**src/rtl/fir_decim_cplx.sv**
```systemverilog
// fir_decim_cplx: complex I/Q FIR low-pass and decimator with one
// time-shared MAC per channel. The filter runs only on retained samples.
// Ports:
//   clock, rst             single clock, synchronous active-high reset
//   in_real/in_imag        baseband I/Q samples (signed DATA_W)
//   in_valid/in_ready      input handshake, transfer on valid && ready
//   coef_we/addr/data      tap load, honoured only while filling
//   out_real/out_imag      filtered, decimated, scaled, saturated I/Q
//   out_valid              one-cycle pulse per new output
module fir_decim_cplx #(
  parameter int DATA_W = 22,
  parameter int COEF_W = 12,
  parameter int TAPS   = 32,
  parameter int DECIM  = 4,
  parameter int OUT_W  = 32,
  parameter int SHIFT  = 0
) (
  input  logic                      clock,
  input  logic                      rst,
  input  logic signed [DATA_W-1:0]  in_real,
  input  logic signed [DATA_W-1:0]  in_imag,
  input  logic                      in_valid,
  output logic                      in_ready,
  input  logic                      coef_we,
  input  logic [$clog2(TAPS)-1:0]   coef_addr,
  input  logic signed [COEF_W-1:0]  coef_data,
  output logic signed [OUT_W-1:0]   out_real,
  output logic signed [OUT_W-1:0]   out_imag,
  output logic                      out_valid
);

  localparam int AW    = $clog2(TAPS);
  localparam int PW    = DATA_W + COEF_W;
  localparam int ACC_W = PW + $clog2(TAPS);
  localparam int PHW   = (DECIM > 1) ? $clog2(DECIM) : 1;
  localparam int SW    = ((ACC_W > OUT_W) ? ACC_W : OUT_W) + 1;

  typedef enum logic [1:0] {
    FILL,
    MAC,
    OUT
  } state_t;

  state_t state;

  logic signed [DATA_W-1:0] x_r [TAPS];
  logic signed [DATA_W-1:0] x_i [TAPS];
  logic signed [COEF_W-1:0] h   [TAPS];

  logic [AW-1:0]           k;
  logic [PHW-1:0]          phase;
  logic signed [ACC_W-1:0] acc_r;
  logic signed [ACC_W-1:0] acc_i;

  logic                    xfer;
  logic                    decim_hit;
  logic                    last_tap;
  logic                    coef_ok;
  logic signed [PW-1:0]    p_r;
  logic signed [PW-1:0]    p_i;
  logic signed [ACC_W-1:0] sum_r;
  logic signed [ACC_W-1:0] sum_i;
  logic signed [OUT_W-1:0] sat_r;
  logic signed [OUT_W-1:0] sat_i;

  // Compare in a width wide enough for both the accumulator
  // and the output range so either may be the larger one.
  function automatic logic signed [OUT_W-1:0] sat_fn(
    input logic signed [ACC_W-1:0] a
  );
    logic signed [SW-1:0] v;
    logic signed [SW-1:0] hi;
    logic signed [SW-1:0] lo;
    v  = SW'(a >>> SHIFT);
    hi = SW'({(OUT_W-1){1'b1}});
    lo = ~hi;
    if (v > hi) begin
      return hi[OUT_W-1:0];
    end else if (v < lo) begin
      return lo[OUT_W-1:0];
    end else begin
      return v[OUT_W-1:0];
    end
  endfunction

  assign xfer      = in_valid && in_ready;
  assign decim_hit = (phase == PHW'(DECIM - 1));
  assign last_tap  = (k == AW'(TAPS - 1));
  assign coef_ok   = coef_we && (state == FILL)
                  && (int'(coef_addr) < TAPS);

  assign p_r   = PW'(h[k]) * PW'(x_r[k]);
  assign p_i   = PW'(h[k]) * PW'(x_i[k]);
  assign sum_r = acc_r + ACC_W'(p_r);
  assign sum_i = acc_i + ACC_W'(p_i);
  assign sat_r = sat_fn(sum_r);
  assign sat_i = sat_fn(sum_i);

  always_ff @(posedge clock) begin
    if (rst) begin
      state     <= FILL;
      in_ready  <= 1'b1;
      out_valid <= 1'b0;
      out_real  <= '0;
      out_imag  <= '0;
      phase     <= '0;
      k         <= '0;
      acc_r     <= '0;
      acc_i     <= '0;
      for (int n = 0; n < TAPS; n++) begin
        x_r[n] <= '0;
        x_i[n] <= '0;
        h[n]   <= '0;
      end
    end else begin
      out_valid <= 1'b0;
      // Lands on the same edge as a decimating transfer,
      // so the MAC that follows already sees the new tap.
      if (coef_ok) begin
        h[coef_addr] <= coef_data;
      end
      unique case (state)
        FILL: begin
          if (xfer) begin
            for (int n = TAPS - 1; n > 0; n--) begin
              x_r[n] <= x_r[n-1];
              x_i[n] <= x_i[n-1];
            end
            x_r[0] <= in_real;
            x_i[0] <= in_imag;
            if (decim_hit) begin
              phase    <= '0;
              k        <= '0;
              acc_r    <= '0;
              acc_i    <= '0;
              in_ready <= 1'b0;
              state    <= MAC;
            end else begin
              phase <= phase + PHW'(1);
            end
          end
        end
        MAC: begin
          acc_r <= sum_r;
          acc_i <= sum_i;
          k     <= k + AW'(1);
          // Final product is folded straight into the output
          // register so out_valid rises on entry to OUT.
          if (last_tap) begin
            out_real  <= sat_r;
            out_imag  <= sat_i;
            out_valid <= 1'b1;
            state     <= OUT;
          end
        end
        OUT: begin
          in_ready <= 1'b1;
          state    <= FILL;
        end
        default: begin
          in_ready <= 1'b1;
          state    <= FILL;
        end
      endcase
    end
  end

endmodule
```
**config.mk**
```make
export PLATFORM = sky130hd
export DESIGN_NAME = fir_decim_cplx
export DESIGN_NICKNAME = d
export VERILOG_FILES = /design/src/rtl/fir_decim_cplx.sv
export SDC_FILE = /design/constraint.sdc
export NUM_CORES = 2
export LEC_CHECK = 0
export BUFFER_PORTS_ARGS = -buffer_cell sky130_fd_sc_hd__buf_2
export CAP_MARGIN = 10
export CORE_ASPECT_RATIO = 0.5
export CORE_MARGIN = 2
export CORE_UTILIZATION = 55
export CTS_CLUSTER_SIZE = 40
export DETAILED_ROUTE_END_ITERATION = 6
export GPL_TIMING_DRIVEN = 1
export PLACE_DENSITY = 0.71
export SYNTH_ARGS = -nofsm -noshare
export SYNTH_HDL_FRONTEND = slang
export SYNTH_SLANG_ARGS = --single-unit
export TNS_END_PERCENT = 1
```
**constraint.sdc**
```tcl
create_clock -name clock -period 56.6 [get_ports clock]
set_input_delay 8.49 -clock clock [delete_from_list [all_inputs] [get_ports clock]]
set_output_delay 8.49 -clock clock [all_outputs]
set_load 0.02 [all_outputs]
```
-- Yosys cells after proc, flatten, opt, wreduce, memory -nomap -nowiden
Memories as Yosys holds them, arrays and structs flattened. A register that Yosys moved wholly into a read port is not among the register bits.
Cells that the tools add are included.
- flip-flop bits (word level): 153
- latch bits: 0
- RAM bits: 1792
- memory bits (read-only): 0
- input bits: 65
- output and inout port bits: 66
- logic and storage cells: 206
- memories kept: 3
- memory list (memory ; words ; bits a word ; read ports ; clocked after memory_dff ; wr ports ; line ; text):
    x_i ; 32 ; 22 ; 32 ; 1 ; 32 ; 47 ; logic signed [DATA_W-1:0] x_i [TAPS];
    x_r ; 32 ; 22 ; 32 ; 1 ; 32 ; 46 ; logic signed [DATA_W-1:0] x_r [TAPS];
    h ; 32 ; 12 ; 1 ; 1 ; 32 ; 48 ; logic signed [COEF_W-1:0] h [TAPS];
- add/sub/neg operators: 4
- multiply operators: 2
- div/mod/pow operators: 0
- order comparisons: 4
- equal/unequal tests: 6
- shift operators: 0
- mux-type cells: 102
- bitwise operators: 65
- reductions and logical operators: 11
- operators by type and width (operator ; number):
    $mux 22 ; 64
    $pmux 39 s2 ; 2
    $mux 32 ; 4
    $add 39x34->39 ; 2
    $gt 39x32->1 const B ; 2
    $lt 39x32->1 const B ; 2
    $mux 39 ; 2
    $mul 12x22->34 ; 2
    $or 1x1->1 ; 64
    $mux 5 ; 9
    $mux 1 ; 13
    $mux 12 ; 1
    $reduce_or 12->1 ; 1
    $pmux 5 s2 ; 1
    $reduce_and 3->1 ; 3
    $mux 2 ; 4
    $ne 2x2->1 const B ; 3
    $add 5x1->5 const B ; 1
    $eq 5x5->1 const B ; 1
    $pmux 2 s2 ; 1
    $reduce_and 2->1 ; 2
    $add 2x1->2 const B ; 1
    $eq 2x1->1 const B ; 1
    $eq 2x2->1 const B ; 1
    6 further kinds ; 7

-- Depth between registers and ports, before layout
- depth after elaboration: 7
- gate-level depth with buffers: 34
- gate-level depth less buffers: 27

-- Worst setup path after synthesis
OpenSTA, ideal clock, no wires.
- kind: input to register
- start: in rst
- end: mem x_i[0][0], enable pin
- setup time: 2.051 ns
- arrival: 42.885 ns
- setup slack: 11.664 ns
- stages on the path: 4
- buffers on the path: 3
- cell sequence: clkbuf_1 > clkbuf_1 > clkbuf_1 > nand2b_1
- RTL lines (item ; line ; text):
    start: declaration ; 19 ; input logic rst,
    end: declaration ; 47 ;

==> impl_results.md <==
- Sw frac: between 30 and 40%
- Pre-antenna DRT Iters: 6
- Fill count: 14710
- CTS tree: done
- Setup bufs post-CTS: 0
- Starting Density: 55.51%
- Sequential cell area: 56990 µm²
- Number of global-route vias before repair: just over 60000
- GRT Resource Usage Total: 23.66%
- Worst min-delay path category: flop to flop
- Max-slew violations: 0
- WS Path Type: input port to flop
- Final setup fails: 0
- Share of layout cells above drive strength 1: 14.67%
- Vias per cell: 5.802
- Worst-Margin Slew: 1.116 ns
- First-pass GRT wire length: 363900 µm
- Cell Chain, Critical Path: buf_2, nand3_1, nand2b_4, buf_4, buf_4, buf_4, buf_4, buf_4
- Avg Cell Area, Syn: between 10 and 15 µm²
- CP delay by family, top: buffers and inverters
- Pwr Density: 35.61 nW/µm²
- Drt wl/cell: 22.49 µm
- Mapped Cells: roughly 7700
- Worst-path clk slew: 0.07 ns
- CP required: 57.05 ns
- Post-DP HPWL: about 150000 µm
- Max Fclk: 0.07174 GHz
- Slowest-stage cell, CP: buf_4
- Clock Path Buffers: 4
- P_int: ~0.0028 W
- Hold Crit Depth: 2
- Post-cts gate resize count: 0
- Fin. Hold Viols: 0
- EDFF count, synth: 1792
- Max-Cap Viols: 0
- Arrival time worst endpoint: 14.39 ns
- Synth top area share: 50.01%
- Die H: 316.8 µm
- Synth cell types: 74
- Total congestion overflow: 0
- Mapped Nets: 8538
- Sequential share of power: between 40% and 50%
- Gpl congestion: 0.8419
- Crit path max fanout: 89
- CTS Sinks: between 1500 and 2000
- Area contributors post-synth: edfxtp_1 (50%), mux4_2 (12%), fa_1 (11%)
- Top_reg_cell synth: edfxtp_1
- Ports: 131
- Setup crit end kind: flop
- Dominant cell type by area after synthesis: edfxtp_1
- Die ar.: ~200000 µm²
- Slew HR: between 20% and 30%
- Sw Pwr: 0.001373 W
- Initial antenna violation count: 9
- Status: complete, no violations
- CP Buf/Inv Count: 6
- Htree depth: 4
- Tmin final: between 10 and 15 ns
- Largest net degree at the start of global routing: 293
- Leak: 44.76 nW
- CTS buffer count: 182
- Post-layout util: 59.77%
- IO Port Bufs: 130
- Chip width: 629.5 µm
- Top cells by count, synth: and2_1 (1809), edfxtp_1 (1792), fa_1 (586)
- Clock Skew: 0.09798 ns
- CP peak stage delay: 0.97 ns
- CP Depth: 8
- Via count: 59890
- Area delta synth->final: 7.672%
- Drt drc: 0
- RSZ-0062 raised after global routing: no
- FF-to-FF path depth: 27
- Clock Power Share: 28.8%
- Worst VDD drop: about 0.039 mV
- Startpoint types: input port
- Warnings from Yosys: 0
- Ys async rst share: 0%
- Sequential fraction of the synthesis area: 52.95%
- Final period utilization: about a quarter
- Most frequent cell after synthesis: and2_1
- DR iter-0 viols: 6005
- Routed Antenna Nets: 0
- Logic pwr share: 30.1%
- Root buffer cell: clkbuf_16
- Drt total wl: around 230000 µm
- Flops & latches, synth: 1950
- Num rows: about 110
- CTS Hold Bufs: 0
- Core box area: approximately 190000 µm²
- Synth Cell Area: 107600 µm²
- Clock latency on the worst-skew pair: between 0.8 and 0.9 ns
- Nets@finish: 8423
- Crit path top cell by count: buf_4
- Final TNS setup: 0 ns
- Multi-input logic area: 46800 µm²
path summary, 6_finish.rpt:
kind	from	slack (ns)	to
max	in_valid	42.66	x_r[22][13]$_SDFFCE_PN0P_
min reg2reg	phase[1]$_SDFFE_PP0P_	0.46	phase[1]$_SDFFE_PP0P_
min	phase[1]$_SDFFE_PP0P_	0.46	phase[1]$_SDFFE_PP0P_
max reg2reg	flop	44.26	out_real[27]$_SDFFE_PP0P_
registers in the layout, summed over array words and instances, names as in the netlist, named ones only:
register,count
out_imag,32
x_r,704
out_real,32
out_valid,1
acc_i,39
acc_r,39
k,5
phase,2
in_ready,1
state,2
x_i,704
h,384
final cells by class:
class                   count  share of cell area (%)
clock buffers             216                   4.141
clock inverters           103                  0.6382
multi-input cells        4719                   40.39
diodes                      2                0.004320
flip-flops and latches   1950                   49.19
inverters                 503                   1.630
repair buffers            219                   1.187
well taps                2610                   2.818
metrics by stage:
step                      power [W]  hold WS (ns)  cell area [µm²]  std cells  setup slack [ns]
after floorplan            0.002672        0.4400           107600       7690             11.66
after global placement     0.002927        0.4493           110300      10000             41.84
after detailed placement   0.002940        0.4550           110300      10000             41.75
after CTS                  0.004130        0.4638           115900      10320             42.67
after global routing       0.004342        0.4969           115900      10320             42.20
final                      0.004126        0.4646           115900      10320             42.66
worst register-to-register path, cell delays in order, from the launching register on:
cell	delay, ns
dfxtp_4	0.90
buf_4	0.94
buf_4	0.81
buf_4	0.81
mux4_2	0.69
mux4_2	0.51
mux2_2	0.48
inv_1	0.27
nor2_1	0.09
fa_1	0.50
inv_1	0.05
fa_1	0.47
inv_1	0.06
fa_1	0.49
fa_1	0.58
fa_1	0.45
fa_1	0.42
ha_1	0.38
a211oi_1	0.23
nor2_1	0.12
o41ai_1	0.65
o21ai_0	0.29
a41oi_1	0.31
xnor2_1	0.21
and4_1	0.23
and4_1	0.80
o21ai_0	0.24
a211oi_1	0.27
power groups by stage:
stage	registers [W]	clock network, W	logic [W]
floorplan	0.00180	0	0.000872
global placement	0.00173	0	0.00120
detailed placement	0.00173	0	0.00121
CTS	0.00170	0.00121	0.00122
global route	0.00171	0.00126	0.00137
finish	0.00170	0.00119	0.00124
kinds of logic after synthesis:
| family | share of synthesized area, % |
|---|---|
| AO/OA/AOI/OAI | 2.613 |
| buffers and inverters | 3.695 |
| flip-flops | 52.95 |
| XOR/XNOR | 0.6267 |
| adder cells (fa/ha/maj) | 13.19 |
| AND/OR/NAND/NOR | 14.60 |
| multiplexers | 12.33 |
cell usage in the layout (no fill, tap or decap), drive strengths merged, types with 40 or more instances in the layout:
master / n
fa: 586
xnor2: 53
ha: 197
mux2: 41
buf: 219
a22oi: 70
a211oi: 40
a21oi: 91
dfxtp: 158
nand2: 347
clkbuf: 216
mux4: 560
inv: 504
clkinv: 85
nor2b: 133
edfxtp: 1792
nor2: 387
and2: 1809
o21ai: 104
routing by layer:
metal | up-vias | share of wire (%) | track usage (%)
met2 | 1980 | 44 | 34.47
li1 | 26600 | - | -
met3 | 305 | 8.9 | 6.160
met4 | 4 | 2.0 | 5.378
met5 | - | 0.0090 | 0
met1 | 31000 | 45 | 36.04
Note: power is estimated with default switching activity, not from simulation.
